### src/rtl/vending_buyer_if.sv
`default_nettype none
// ============================================================================
//  Module      : vending_buyer_if
//  Description : Request-side and machine-side signal bundle of the vending
//                buyer. The slave modport is the buyer itself; the master
//                modport is whatever drives requests and models the machine.
//  Revision    : 1.0 - initial release
// ============================================================================
interface vending_buyer_if;
  // request side
  logic       req_valid;
  logic [1:0] req_item;
  logic [1:0] req_c50;
  logic [1:0] req_c10;
  logic [1:0] req_c5;
  logic [1:0] req_c1;
  logic       req_ready;

  // machine side
  logic [1:0] vm_service;
  logic [1:0] vm_item;
  logic [2:0] vm_out50;
  logic [2:0] vm_out10;
  logic [2:0] vm_out5;
  logic [2:0] vm_out1;
  logic [1:0] coin_in50;
  logic [1:0] coin_in10;
  logic [1:0] coin_in5;
  logic [1:0] coin_in1;
  logic [1:0] item_in;

  // status / result
  logic       done;
  logic       reject;
  logic       timeout;
  logic [1:0] got_item;
  logic [8:0] change;
  logic       p;

  modport slave (
    input  req_valid, req_item, req_c50, req_c10, req_c5, req_c1,
    input  vm_service, vm_item, vm_out50, vm_out10, vm_out5, vm_out1,
    output req_ready,
    output coin_in50, coin_in10, coin_in5, coin_in1, item_in,
    output done, reject, timeout, got_item, change, p
  );

  modport master (
    output req_valid, req_item, req_c50, req_c10, req_c5, req_c1,
    output vm_service, vm_item, vm_out50, vm_out10, vm_out5, vm_out1,
    input  req_ready,
    input  coin_in50, coin_in10, coin_in5, coin_in1, item_in,
    input  done, reject, timeout, got_item, change, p
  );
endinterface
`default_nettype wire

### src/rtl/vending_buyer.sv
`default_nettype none
// ============================================================================
//  Module      : vending_buyer
//  Description : Buyer side of a vending-machine handshake. Holds a small
//                coin wallet, checks each purchase request against it, waits
//                for the machine to come on, presents coins and item for one
//                cycle, waits for the machine to go off, captures the item and
//                change, flags a wrong outcome and settles the wallet.
//  Revision    : 1.0 - initial release
// ============================================================================
module vending_buyer (
  input wire             clk,
  input wire             reset,
  vending_buyer_if.slave bus
);

  // FSM encoding
  localparam logic [2:0] c_IDLE     = 3'd0;
  localparam logic [2:0] c_WAIT_ON  = 3'd1;
  localparam logic [2:0] c_ISSUE    = 3'd2;
  localparam logic [2:0] c_WAIT_OFF = 3'd3;
  localparam logic [2:0] c_DONE     = 3'd4;

  // machine service codes and item codes
  localparam logic [1:0] c_SVC_OFF   = 2'b00;
  localparam logic [1:0] c_SVC_ON    = 2'b01;
  localparam logic [1:0] c_ITEM_NONE = 2'b00;
  localparam logic [1:0] c_ITEM_A    = 2'b01;
  localparam logic [1:0] c_ITEM_B    = 2'b10;
  localparam logic [1:0] c_ITEM_C    = 2'b11;

  // item prices
  localparam logic [7:0] c_COST_A = 8'd8;
  localparam logic [7:0] c_COST_B = 8'd15;
  localparam logic [7:0] c_COST_C = 8'd22;

  // wallet start value and ceiling
  localparam logic [3:0] c_WALLET_INIT = 4'd3;
  localparam logic [4:0] c_WALLET_MAX  = 5'd15;

  // watchdog: expires as it steps from 62 to 63
  localparam logic [5:0] c_WD_LAST = 6'd62;
  localparam logic [5:0] c_WD_MAX  = 6'd63;

  logic [2:0] r_state;
  logic [5:0] r_wd;

  // wallet
  logic [3:0] r_w50;
  logic [3:0] r_w10;
  logic [3:0] r_w5;
  logic [3:0] r_w1;

  // latched request
  logic [1:0] r_c50;
  logic [1:0] r_c10;
  logic [1:0] r_c5;
  logic [1:0] r_c1;
  logic [1:0] r_item;

  // captured change coins, kept for the wallet update in DONE
  logic [2:0] r_o50;
  logic [2:0] r_o10;
  logic [2:0] r_o5;
  logic [2:0] r_o1;

  logic [1:0] r_got_item;
  logic [8:0] r_change;
  logic       r_reject;
  logic       r_timeout;

  logic       w_req_bad;
  logic       w_in_issue;
  logic [7:0] w_paid;
  logic [7:0] w_cost;
  logic [8:0] w_vm_change;
  logic       w_p;

  // new wallet count: w - c + o, clamped at 15 (w >= c was checked at request)
  function automatic logic [3:0] f_settle(input logic [3:0] w, input logic [1:0] c,
                                          input logic [2:0] o);
    logic [4:0] s;
    s = {1'b0, w} - {3'b000, c} + {2'b00, o};
    f_settle = (s > c_WALLET_MAX) ? 4'd15 : s[3:0];
  endfunction

  // a request is unserviceable if it names no item or spends coins we lack
  assign w_req_bad = (bus.req_item == c_ITEM_NONE)      ||
                     ({2'b00, bus.req_c50} > r_w50)     ||
                     ({2'b00, bus.req_c10} > r_w10)     ||
                     ({2'b00, bus.req_c5}  > r_w5)      ||
                     ({2'b00, bus.req_c1}  > r_w1);

  // value of the latched coins (at most 198, fits 8 bits)
  assign w_paid = ({6'd0, r_c50} * 8'd50) + ({6'd0, r_c10} * 8'd10) +
                  ({6'd0, r_c5}  * 8'd5)  +  {6'd0, r_c1};

  // value of the machine's change coins (at most 462, needs all 9 bits)
  assign w_vm_change = ({6'd0, bus.vm_out50} * 9'd50) + ({6'd0, bus.vm_out10} * 9'd10) +
                       ({6'd0, bus.vm_out5}  * 9'd5)  +  {6'd0, bus.vm_out1};

  // price of the latched item
  always_comb begin
    w_cost = 8'd0;
    case (r_item)
      c_ITEM_A: w_cost = c_COST_A;
      c_ITEM_B: w_cost = c_COST_B;
      c_ITEM_C: w_cost = c_COST_C;
      default:  w_cost = 8'd0;
    endcase
  end

  // outcome check: a refund must return everything, a sale must deliver the
  // requested item with exact change for a price we could afford
  always_comb begin
    w_p = 1'b0;
    if (r_state == c_DONE) begin
      if (r_got_item == c_ITEM_NONE) begin
        w_p = (r_change != {1'b0, w_paid});
      end else begin
        w_p = (r_got_item != r_item) ||
              (w_paid < w_cost)      ||
              (r_change != {1'b0, w_paid - w_cost});
      end
    end
  end

  assign w_in_issue = (r_state == c_ISSUE);

  assign bus.req_ready = (r_state == c_IDLE);
  assign bus.coin_in50 = w_in_issue ? r_c50  : 2'b00;
  assign bus.coin_in10 = w_in_issue ? r_c10  : 2'b00;
  assign bus.coin_in5  = w_in_issue ? r_c5   : 2'b00;
  assign bus.coin_in1  = w_in_issue ? r_c1   : 2'b00;
  assign bus.item_in   = w_in_issue ? r_item : c_ITEM_NONE;
  assign bus.done      = (r_state == c_DONE);
  assign bus.reject    = r_reject;
  assign bus.timeout   = r_timeout;
  assign bus.got_item  = r_got_item;
  assign bus.change    = r_change;
  assign bus.p         = w_p;

  // transaction sequencing, watchdog and the reject/timeout pulses
  always_ff @(posedge clk) begin
    if (!reset) begin
      r_state   <= c_IDLE;
      r_wd      <= 6'd0;
      r_reject  <= 1'b0;
      r_timeout <= 1'b0;
    end else begin
      r_reject  <= 1'b0;
      r_timeout <= 1'b0;
      case (r_state)
        c_IDLE: begin
          if (bus.req_valid) begin
            if (w_req_bad) begin
              r_reject <= 1'b1;
            end else begin
              r_wd    <= 6'd0;
              r_state <= c_WAIT_ON;
            end
          end
        end
        c_WAIT_ON: begin
          if (bus.vm_service == c_SVC_ON) begin
            r_state <= c_ISSUE;
          end else if (r_wd == c_WD_LAST) begin
            r_wd      <= c_WD_MAX;
            r_timeout <= 1'b1;
            r_state   <= c_IDLE;
          end else begin
            r_wd <= r_wd + 6'd1;
          end
        end
        c_ISSUE: begin
          // the machine must still be on at the end of the issue cycle,
          // otherwise the coins did not land and we wait to retry
          r_wd    <= 6'd0;
          r_state <= (bus.vm_service == c_SVC_ON) ? c_WAIT_OFF : c_WAIT_ON;
        end
        c_WAIT_OFF: begin
          if (bus.vm_service == c_SVC_OFF) begin
            r_state <= c_DONE;
          end else if (r_wd == c_WD_LAST) begin
            r_wd      <= c_WD_MAX;
            r_timeout <= 1'b1;
            r_state   <= c_IDLE;
          end else begin
            r_wd <= r_wd + 6'd1;
          end
        end
        c_DONE: begin
          r_state <= c_IDLE;
        end
        default: begin
          r_state <= c_IDLE;
        end
      endcase
    end
  end

  // request latch and result capture
  always_ff @(posedge clk) begin
    if (!reset) begin
      r_c50      <= 2'b00;
      r_c10      <= 2'b00;
      r_c5       <= 2'b00;
      r_c1       <= 2'b00;
      r_item     <= c_ITEM_NONE;
      r_o50      <= 3'd0;
      r_o10      <= 3'd0;
      r_o5       <= 3'd0;
      r_o1       <= 3'd0;
      r_got_item <= c_ITEM_NONE;
      r_change   <= 9'd0;
    end else begin
      if ((r_state == c_IDLE) && bus.req_valid && !w_req_bad) begin
        r_c50  <= bus.req_c50;
        r_c10  <= bus.req_c10;
        r_c5   <= bus.req_c5;
        r_c1   <= bus.req_c1;
        r_item <= bus.req_item;
      end
      if ((r_state == c_WAIT_OFF) && (bus.vm_service == c_SVC_OFF)) begin
        r_o50      <= bus.vm_out50;
        r_o10      <= bus.vm_out10;
        r_o5       <= bus.vm_out5;
        r_o1       <= bus.vm_out1;
        r_got_item <= bus.vm_item;
        r_change   <= w_vm_change;
      end
    end
  end

  // wallet: settled only on a completed transaction
  always_ff @(posedge clk) begin
    if (!reset) begin
      r_w50 <= c_WALLET_INIT;
      r_w10 <= c_WALLET_INIT;
      r_w5  <= c_WALLET_INIT;
      r_w1  <= c_WALLET_INIT;
    end else if (r_state == c_DONE) begin
      r_w50 <= f_settle(r_w50, r_c50, r_o50);
      r_w10 <= f_settle(r_w10, r_c10, r_o10);
      r_w5  <= f_settle(r_w5,  r_c5,  r_o5);
      r_w1  <= f_settle(r_w1,  r_c1,  r_o1);
    end
  end

endmodule
`default_nettype wire

### src/flat_wrapper.sv
// flat-port wrapper written by rule: the top's interface ports become plain ports
module vending_buyer_flat 
  (clk, reset, bus_req_valid, bus_req_item, bus_req_c50, bus_req_c10, bus_req_c5, bus_req_c1, bus_vm_service, bus_vm_item, bus_vm_out50, bus_vm_out10, bus_vm_out5, bus_vm_out1, bus_req_ready, bus_coin_in50, bus_coin_in10, bus_coin_in5, bus_coin_in1, bus_item_in, bus_done, bus_reject, bus_timeout, bus_got_item, bus_change, bus_p);
  vending_buyer_if bus_i ();
  input wire clk;
  input wire reset;
  input wire logic [$bits(bus_i.req_valid)-1:0] bus_req_valid;
  input wire logic [$bits(bus_i.req_item)-1:0] bus_req_item;
  input wire logic [$bits(bus_i.req_c50)-1:0] bus_req_c50;
  input wire logic [$bits(bus_i.req_c10)-1:0] bus_req_c10;
  input wire logic [$bits(bus_i.req_c5)-1:0] bus_req_c5;
  input wire logic [$bits(bus_i.req_c1)-1:0] bus_req_c1;
  input wire logic [$bits(bus_i.vm_service)-1:0] bus_vm_service;
  input wire logic [$bits(bus_i.vm_item)-1:0] bus_vm_item;
  input wire logic [$bits(bus_i.vm_out50)-1:0] bus_vm_out50;
  input wire logic [$bits(bus_i.vm_out10)-1:0] bus_vm_out10;
  input wire logic [$bits(bus_i.vm_out5)-1:0] bus_vm_out5;
  input wire logic [$bits(bus_i.vm_out1)-1:0] bus_vm_out1;
  output wire logic [$bits(bus_i.req_ready)-1:0] bus_req_ready;
  output wire logic [$bits(bus_i.coin_in50)-1:0] bus_coin_in50;
  output wire logic [$bits(bus_i.coin_in10)-1:0] bus_coin_in10;
  output wire logic [$bits(bus_i.coin_in5)-1:0] bus_coin_in5;
  output wire logic [$bits(bus_i.coin_in1)-1:0] bus_coin_in1;
  output wire logic [$bits(bus_i.item_in)-1:0] bus_item_in;
  output wire logic [$bits(bus_i.done)-1:0] bus_done;
  output wire logic [$bits(bus_i.reject)-1:0] bus_reject;
  output wire logic [$bits(bus_i.timeout)-1:0] bus_timeout;
  output wire logic [$bits(bus_i.got_item)-1:0] bus_got_item;
  output wire logic [$bits(bus_i.change)-1:0] bus_change;
  output wire logic [$bits(bus_i.p)-1:0] bus_p;
  assign bus_i.req_valid = bus_req_valid;
  assign bus_i.req_item = bus_req_item;
  assign bus_i.req_c50 = bus_req_c50;
  assign bus_i.req_c10 = bus_req_c10;
  assign bus_i.req_c5 = bus_req_c5;
  assign bus_i.req_c1 = bus_req_c1;
  assign bus_i.vm_service = bus_vm_service;
  assign bus_i.vm_item = bus_vm_item;
  assign bus_i.vm_out50 = bus_vm_out50;
  assign bus_i.vm_out10 = bus_vm_out10;
  assign bus_i.vm_out5 = bus_vm_out5;
  assign bus_i.vm_out1 = bus_vm_out1;
  assign bus_req_ready = bus_i.req_ready;
  assign bus_coin_in50 = bus_i.coin_in50;
  assign bus_coin_in10 = bus_i.coin_in10;
  assign bus_coin_in5 = bus_i.coin_in5;
  assign bus_coin_in1 = bus_i.coin_in1;
  assign bus_item_in = bus_i.item_in;
  assign bus_done = bus_i.done;
  assign bus_reject = bus_i.reject;
  assign bus_timeout = bus_i.timeout;
  assign bus_got_item = bus_i.got_item;
  assign bus_change = bus_i.change;
  assign bus_p = bus_i.p;
  vending_buyer u_core (.clk(clk), .reset(reset), .bus(bus_i));
endmodule
### config.mk
export PLATFORM = sky130hd
export DESIGN_NAME = vending_buyer_flat
export DESIGN_NICKNAME = d
export VERILOG_FILES = /design/src/rtl/vending_buyer_if.sv /design/src/rtl/vending_buyer.sv /design/src/flat_wrapper.sv
export SDC_FILE = /design/constraint.sdc
export NUM_CORES = 1
export LEC_CHECK = 0
export BUFFER_PORTS_ARGS = -buffer_cell sky130_fd_sc_hd__buf_2
export CAP_MARGIN = 20
export CORE_UTILIZATION = 36
export DETAILED_ROUTE_END_ITERATION = 10
export GPL_ROUTABILITY_DRIVEN = 0
export PLACE_DENSITY_LB_ADDON = 0.15
export SLEW_MARGIN = 20
export SYNTH_ARGS = -nofsm -noshare
export SYNTH_HDL_FRONTEND = slang
export SYNTH_SLANG_ARGS = --single-unit
### constraint.sdc
create_clock -name clk -period 7.3 [get_ports clk]
set_input_delay 1.095 -clock clk [delete_from_list [all_inputs] [get_ports clk]]
set_output_delay 1.095 -clock clk [all_outputs]
set_load 0.005 [all_outputs]
; ---- After elaboration in Yosys (flattened, before gate mapping)
; Cells that the tools add are included.
; Widths: inputs -> output; s select.
[totals]
reg_bits = 60
out_inout_bits = 26
input_bits = 29
[classes]
reduce_logical = 18
n_mul = 6
n_lt_le_gt_ge = 9
n_mux = 30
n_eq_ne = 16
addsub = 16
[op_table]
columns = cell, count
row1 = $mux 6, 5
row2 = $pmux 6 s4, 1
row3 = $add 5x3->5, 4
row4 = $gt 5x4->1 const B, 4
row5 = $sub 4x2->5, 4
row6 = $ne 9x8->1, 2
row7 = $gt 2x4->1, 4
row8 = $mux 4, 4
row9 = $mux 3, 5
row10 = $pmux 5 s3, 1
row11 = $mul 3x3->6 const B, 2
row12 = $mux 2, 6
row13 = $pmux 3 s4, 1
row14 = $mul 2x3->5 const B, 2
row15 = $add 9x3->9, 1
row16 = $add 9x6->9, 1
row17 = $add 9x7->9, 1
row18 = $add 8x2->8, 1
row19 = $add 8x5->8, 1
row20 = $add 8x6->8, 1
row21 = $lt 8x5->1, 1
row22 = $mul 3x5->8 const B, 1
row23 = $ne 2x2->1 const B, 4
row24 = $sub 8x5->8, 1
row25 = 20 further kinds, 37

; ---- Logic depth before layout (Yosys ltp)
; Gate-level depths: netlist (run 1).
[depth]
word_depth = 9
ltp_mapped = 15
mapped_depth_nobuf = 15

; ---- Worst setup path before layout (run 1)
; OpenSTA, ideal clock, no wires.
[synth_timing]
path_type = reg2out
startpoint = register u_core.r_c5[1]
endpoint = output port bus_p
arrival_ns = 3.967
path_buffers = 0
setup_slack_ns = 2.238
path_stages_with_launch = 13
path_cell_list = dfxtp_1 -> ha_1 -> fa_1 -> fa_1 -> a211o_1 -> o21ai_1 -> xnor2_1 -> ha_1 -> a311oi_1 -> o21ai_1 -> or4b_1 -> a211o_1 -> o31a_1
[synth_between]
elab_chain_len = 8
word_cells_on_any_way = 11
cone_classes = 3 x add/sub / 1 x mul / 1 x order compare / 2 x eq/ne / 2 x mux / 2 x reduce/logical
[synth_lines]
columns = item, line
row1 = "start, declared", vending_buyer.sv:57  ; logic [1:0] r_c5;
row2 = "start signal, assigned", vending_buyer.sv:220  ; r_c5 <= bus.req_c5;
row3 = $mul 2x3->5 *, vending_buyer.sv:96  ; ({6'd0, r_c5} * 8'd5) + {6'd0, r_c1};
row4 = $add 8x5->8 *, vending_buyer.sv:95  ; assign w_paid = ({6'd0, r_c50} * 8'd50) + ({6'd0, r_c10} * 8'd10) +
row5 = $add 8x2->8 *, vending_buyer.sv:96
row6 = $sub 8x5->8 or $lt 8x5->1 (tied branches), "vending_buyer.sv:123, vending_buyer.sv:122"
row7 = $ne 9x8->1 or $logic_or 1x1->1 (tied branches), "vending_buyer.sv:123, vending_buyer.sv:121"
row8 = $logic_or 1x1->1, vending_buyer.sv:122  ; (w_paid < w_cost) ||
row9 = $mux 1 *, vending_buyer.sv:118  ; if (r_got_item == c_ITEM_NONE) begin
row10 = $mux 1 *, vending_buyer.sv:117  ; if (r_state == c_DONE) begin
row11 = "end, declared", flat_wrapper.sv:30  ; output wire logic [$bits(bus_i.p)-1:0] bus_p;
; Mark *: on every way between the ends. The rest lies on a longest branch, timed or not.

; ---- Worst setup path after layout (run 1)
; Same ends and word-level chain as after synthesis.

==> summary.txt, run 1 <==
Worst hold path
  • Hold crit path type: flip-flop to flip-flop
  • Hold path cells: 2

Clock network
  • Post-CTS Repair Setup Buffers: 0
  • Root buffer selected by CTS: clkbuf_16
  • Reg clk slew, reported paths: 60 ps
  • Cts repair resizes: 0
  • Max clock buf depth: 2
  • Num CTS Buffers: 9
  • Clk sinks: 60
  • Cts hold-fix bufs: 0
  • Clk Latency, worst-skew pair: ~340 ps
  • CTS tree: yes
  • Htree depth: 3

Detailed routing
  • DRT Wirelength: about 12 mm
  • Vias per std cell: 4.988
  • Drt initial violations: 222
  • Via count: around 4300
  • Wire per inst: roughly 15 um
  • DRC viols: 0
  • DRT Pass-1 Iters: 4
  • Antenna Nets Post-Route: 0

Final layout
  • Layout Nets: 799
  • Layout cells sized above 1: 12.61%
  • FILL cells: 1429
  • Antenna fix cells: 0
  • Layout area overhead: 13.65%

Power
  • Leakage: 2.821 nW
  • Tot Pwr: between 1 and 1.5 mW
  • Peak supply drop: 0.0001067 V
  • Pwr dens: 171.2 nW/um^2

Yosys
  • Post-synthesis register bit count: 60
  • Post-Syn Instances: about 620
  • Synth Cell Area: 5225 um^2
  • Synth async-reset ratio: 0%
  • Post-synthesis mux area share: 2.730%
  • EDFF count, synth: 0
  • XOR/XNOR share of the synthesized area: 8.094%
  • YS warnings: 0
  • Adder-cell share of the synthesized area: between 20% and 30%
  • Compound-Gate Fraction of Synth Area: 15.76%
  • Main combinational cell family by area after synthesis: adder cells
  • Synth unique cells: 54
  • Mapped Nets: between 700 and 800
  • Mapped Avg Cell Area: 8.414 um^2
  • Top FF cell, synth: dfxtp_1
  • Sequential cell area fraction in the yosys report: a little under a quarter
  • Synth Area in Simple Gates: between 15 and 20%

STA
  • Final Hold Vio Count: 0
  • Slew Limit Fails: 0
  • Setup slack after layout: 1494 ps
  • Clk_skew: 7.369 ps
  • Post-route setup TNS: 0 ps
  • RSZ-0062 raised after global routing: no
  • Worst Tran Pin Value: 994.4 ps
  • Fin crit period: 5806 ps
  • Max Fclk: approximately 170 MHz
  • Rel. slew slack: 31.99%
  • Setup-failing EPs final: 0
  • Crit share post-route: 79.53%

Floorplanning
  • Initial Util: 37.21%
  • Num rows: 43
  • Die width: 122.5 um
  • Chip height: 122.5 um
  • Die area: 15000 um^2
  • Num ports: between 50 and 60
  • Core Area: 14040 um^2

Global routing
  • All-layer global routing usage: around 18%
  • GRT overflow: 0
  • Largest net degree at the start of global routing: 46
  • Initial antenna violation count: 0
  • Global-route wire length before repair: ~20 mm
  • Vias in the first global route: between 4000 and 5000

Job
  • MaxCap Viol Count: 0

Setup path
  • Reg2reg start: u_core.r_w1[1]$_SDFFE_PN1P_
  • Kind of critical path: flip-flop to primary output
  • Worst Setup EP: bus_p
  • Cell depth of the worst flop-to-flop path: 9
  • Critical Path Sink Type: primary output
  • Worst-path maximum fanout: 5
  • Critical Path AT: 4710 ps
  • Reg2Reg Setup Slack: 4500 ps
  • Crit path launch: u_core.r_c5[1]$_SDFFE_PN0P_
  • Capturing point of the worst reg2reg path: u_core.r_wd[4]$_SDFFE_PN0P_
  • WP data required: 6200 ps
  • Crit path launch type: flip-flop

Placement
  • HPWL Detailed: 10.11 mm
  • Port Buf Inserts: 54
  • Place WS: 1850 ps

Status
  • Status: completed
## final cells by class
type                       count  area, um^2  area share (%)
inverter                      96       360.3           6.068
tap                          180       225.2           3.793
sequential                    60        1201           20.23
timing repair buffer          56       285.3           4.804
clock inverter                 6       38.79          0.6532
clock buffer                  10       239.0           4.024
multi-input combinational    446        3588           60.43
## power breakdown
| group | switching, mW | total (mW) | internal (mW) |
|---|---|---|---|
| logic | 0.151 | 0.279 | 0.128 |
| registers | 0.00785 | 0.340 | 0.332 |
| clock network | 0.160 | 0.397 | 0.238 |
| total | 0.318 | 1.02 | 0.699 |
## Yosys cell counts (5+ instances only)
| cell type | count | area [um^2] |
|---|---|---|
| a21oi_1 | 46 | 230.2 |
| xnor2_1 | 24 | 210.2 |
| dfxtp_1 | 60 | 1201 |
| ha_1 | 82 | 1026 |
| and3_1 | 6 | 37.54 |
| mux2i_1 | 12 | 120.1 |
| o21ai_0 | 22 | 110.1 |
| or4b_1 | 5 | 50.05 |
| nor3_1 | 16 | 80.08 |
| a211oi_1 | 11 | 82.58 |
| nand3b_1 | 5 | 37.54 |
| o21ai_1 | 6 | 30.03 |
| and2_1 | 9 | 56.30 |
| a21o_1 | 13 | 97.59 |
| clkbuf_1 | 17 | 63.81 |
| xor2_1 | 14 | 122.6 |
| inv_1 | 94 | 352.8 |
| nor2_1 | 25 | 93.84 |
| nor2b_1 | 9 | 56.30 |
| nand2_1 | 65 | 244.0 |
| fa_1 | 19 | 380.4 |
| nand3_1 | 9 | 45.04 |
## critical path, cell delays in order (launching register included)
cell and delay [ps]:
dfxtp_1 420, ha_1 300, fa_1 550, fa_1 480, a211o_1 320, o21ai_1 270
xnor2_1 120, ha_1 320, a311oi_1 250, o21ai_1 170, or4b_1 500, a211o_1 300
o31a_1 240, buf_2 130
## layer usage
metal | global-route usage, % | up-vias | wire length [um]
met5 | 0 | - | 0
met4 | 7.241 | 0 | 232
met3 | 2.509 | 14 | 384
met2 | 30.83 | 51 | 6036
met1 | 22.25 | 1996 | 5736
li1 | - | 2199 | -
## state kept, by name, summed over array words and instances, names as in the netlist
register / cells
u_core.r_w50: 4
u_core.r_state: 3
u_core.r_w10: 4
u_core.r_o10: 3
u_core.r_c10: 2
u_core.r_w5: 4
u_core.r_o50: 3
u_core.r_wd: 6
u_core.bus.timeout: 1
u_core.r_item: 2
u_core.r_o5: 3
u_core.bus.reject: 1
u_core.bus.got_item: 2
u_core.r_w1: 4
u_core.r_c1: 2
u_core.r_c50: 2
u_core.r_c5: 2
u_core.r_o1: 3
u_core.bus.change: 9
## cell families after synthesis
group,count (synthesis)
compound gates,127
xor+xnor,42
fa+ha+maj,101
buf+inv,115
flops,60
mux,14
simple gates,162
## worst min-delay path by stage
stage                                      start                      endpoint  slack, ps
floorplan           u_core.r_o10[1]$_SDFFE_PN0P_  u_core.r_o10[1]$_SDFFE_PN0P_        440
global placement    u_core.r_o50[1]$_SDFFE_PN0P_  u_core.r_o50[1]$_SDFFE_PN0P_        450
detailed placement  u_core.r_o50[1]$_SDFFE_PN0P_  u_core.r_o50[1]$_SDFFE_PN0P_        450
CTS                 u_core.r_o50[1]$_SDFFE_PN0P_  u_core.r_o50[1]$_SDFFE_PN0P_        460
global route        u_core.r_o10[2]$_SDFFE_PN0P_  u_core.r_o10[2]$_SDFFE_PN0P_        480
finish              u_core.r_o50[1]$_SDFFE_PN0P_  u_core.r_o50[1]$_SDFFE_PN0P_        460
## stage by stage
| stage | util, % | hold WS (ps) | std cells | cell area (um^2) |
|---|---|---|---|---|
| floorplan | - | 436.3 | 621 | 5225 |
| global placement | 40.31 | 447.0 | 838 | 5660 |
| detailed placement | 40.31 | 451.2 | 838 | 5660 |
| CTS | 42.29 | 458.7 | 854 | 5938 |
| global route | 42.29 | 478.5 | 854 | 5938 |
| finish | 42.29 | 455.2 | 854 | 5938 |
## placed cells by master (no fill, tap or decap), types with 2 or more instances in the layout
cell type and count:
a21oi_1 46, xnor3_1 4, nand2_1 65, xor2_1 14
a211oi_1 11, buf_4 2, nor3b_1 3, nand3b_1 5
or4b_1 5, nor2_1 25, a21o_1 13, fa_1 19
xnor2_1 24, and2_1 9, a31o_2 3, clkinv_2 3
a31oi_1 4, o21bai_1 2, nand3_1 9, o21ai_1 6
nor2b_1 9, inv_2 2, inv_1 94, clkbuf_16 9
mux2_2 2, nor3_1 15, nor4_1 3, mux2i_1 12
buf_2 54, and3_1 6, o21a_1 3, clkinvlp_4 2
nand2b_1 3, ha_1 82, dfxtp_1 60, o21ai_0 22
a211o_1 2
Note: power is estimated with default switching activity, not from simulation.
==> inputs of run 2 (changes only) <==
==> constraint.sdc (replaced) <==
create_clock -name clk -period 5.3 [get_ports clk]
set_input_delay 0.795 -clock clk [delete_from_list [all_inputs] [get_ports clk]]
set_output_delay 0.795 -clock clk [all_outputs]
set_load 0.005 [all_outputs]
==> run 2 against run 1 <==
Critical path depth did not move. Count of clock-buffer cells in the layout rose by 1. Cell count rose by 0.12%. Hold slack got worse by 1.8 ps. Core utilization rose by 0.59 points. Setup slack got worse by 1300 ps. Sequential power rose by 38%. Register-to-register slack got worse by 2000 ps. Power rose by 48%. Largest cell class unchanged.
==> summary.txt, run 2 (synthesis gave the netlist of run 1 again) <==
Status
  • Status: completed

Final layout
  • Layout cells sized above 1: between 10% and 20%
  • Max reg flops: 9
  • Final instance area: 6021 um^2
  • Most frequent cells in the layout: inv_1 (94), ha_1 (82), nand2_1 (65), dfxtp_1 (57), buf_2 (54)
  • Antenna fix cells: 0
  • Layout Nets: 801
  • Layout Cells excl Fill: 855
  • Layout area overhead: 15.23%
  • Most common cell after layout, fill and taps aside: inv_1
  • Seq. cell area: 1205 um^2
  • Area occupied by multi-input gates: 3605 um^2
  • FILL cells: 1458

Clock network
  • Cts hold-fix bufs: 0
  • Max clock buf depth: 2
  • Num CTS Buffers: 9
  • Htree depth: 3
  • CTS tree: yes
  • Clk sinks: 60
  • Reg clk slew, reported paths: ~50 ps
  • Clk Latency, worst-skew pair: 340 ps
  • Root buffer selected by CTS: clkbuf_16

Floorplanning
  • Num rows: 43
  • Core Area: roughly 14000 um^2
  • Initial Util: 37.21%
  • Chip height: 122.5 um
  • Die area: 15000 um^2
  • Num ports: 55
  • Die width: 122.5 um

STA
  • Crit share post-route: 96.62%
  • Post-route setup TNS: 0 ps
  • Setup-failing EPs final: 0
  • Slew Limit Fails: 0
  • Worst Tran Pin Value: 1023 ps
  • Fin crit period: 5121 ps
  • Max Fclk: 195.3 MHz
  • RSZ-0062 raised after global routing: no
  • Rel. slew slack: 31.27%
  • Clk_skew: about 9.6 ps
  • Final Hold Vio Count: 0
  • Worst hold margin: 453.4 ps

Placement
  • HPWL Detailed: 10.01 mm
  • Cells after DPL: approximately 840
  • Dpl cell area: 5668 um^2
  • Port Buf Inserts: 54

Setup path
  • Worst-path maximum fanout: 5
  • Critical Path Sink Type: primary output
  • Reg2Reg Setup Slack: around 2500 ps
  • Critical Path AT: 4330 ps
  • Crit path launch: u_core.r_c5[1]$_SDFFE_PN0P_
  • Crit path launch type: flip-flop
  • Cell depth of the worst flop-to-flop path: 9
  • Kind of critical path: flip-flop to primary output
  • WP data required: roughly 4500 ps
  • Reg2reg start: u_core.r_w1[1]$_SDFFE_PN1P_

Detailed routing
  • Vias per std cell: a little over 5
  • Via count: 4306
  • DRT Wirelength: 12.39 mm
  • Drt initial violations: about 150
  • Wire per inst: 14.49 um
  • DRC viols: 0
  • DRT Pass-1 Iters: 4
  • Antenna Nets Post-Route: 0

Power
  • Pwr dens: 249.4 nW/um^2
  • Leakage: 2.849 nW
  • Peak supply drop: around 0.00018 V
  • Tot Pwr: 1.502 mW

Worst hold path
  • Hold path cells: 2
  • Worst hold path startpoint: u_core.r_o50[2]$_SDFFE_PN0P_
  • Hold crit path type: flip-flop to flip-flop

Global routing
  • Largest net degree at the start of global routing: 46
  • GRT overflow: 0
  • Initial antenna violation count: 0
  • Global-route wire length before repair: 20.47 mm
  • Vias in the first global route: 4257
  • All-layer global routing usage: around 18%

Job
  • MaxCap Viol Count: 0
run 2: changes by cell type in the layout (fill, tap and decap cells not counted), sizes merged:
cell,previous run,this run
clkinvlp,2,1
clkbuf,10,11
bufinv,0,2
buf,56,58
clkinv,3,1
inv,97,96
run 2: path summary, 6_finish.rpt:
| check | to |
|---|---|
| min | u_core.r_o50[2]$_SDFFE_PN0P_ |
| max reg2reg | u_core.r_wd[4]$_SDFFE_PN0P_ |
| max | bus_p |
| min reg2reg | u_core.r_o50[2]$_SDFFE_PN0P_ |
run 2: per-layer routing:
layer,up-vias,GRT usage [%],routed length [um]
li1,2196,-,-
met2,53,29.99,6019
met5,-,0,0
met1,2046,23.02,5898
met3,11,2.649,312
met4,0,6.479,163
run 2: final cells by class:
class	count	area share, %
Multi-Input combinational cell	446	59.87
Clock buffer	11	4.198
Clock inverter	4	1.205
Timing Repair Buffer	58	4.988
Sequential cell	60	20.01
Inverter	96	5.985
Tap cell	180	3.741
run 2: power breakdown:
| part | leakage [nW] | internal (mW) | switching (mW) | total [mW] |
|---|---|---|---|---|
| clock | 0.158 | 0.433 | 0.210 | 0.644 |
| sequential | 0.486 | 0.458 | 0.0107 | 0.469 |
| combinational | 2.21 | 0.180 | 0.209 | 0.389 |
| total | 2.85 | 1.07 | 0.431 | 1.50 |
run 2: metrics by stage:
stage / setup WS, ps / util (%)
2_1_floorplan: 538.3 / -
3_5_place_dp: 318.1 / 40.36
5_1_grt: 7.941 / 42.88
4_1_cts: 2.517 / 42.70
3_3_place_gp: 370.6 / 40.36
6_report: 179.4 / 42.88
run 2: timing repair:
| action | CTS | global route |
|---|---|---|
| buffers inserted | 0 | 1 |
| endpoints found under the setup margin | 1 | 1 |
| pin swaps | 1 | 0 |
| gates resized for setup | 2 | 5 |
run 2: worst max-delay path: stages (launching register included):
cell      delay [ps]
dfxtp_2          340
ha_1             340
fa_2             500
fa_2             430
a211o_1          340
o21ai_2           90
xnor2_1          140
ha_1             270
a311oi_1         240
o21ai_1          140
or4b_1           490
a211o_1          300
o31a_1           230
buf_2            120
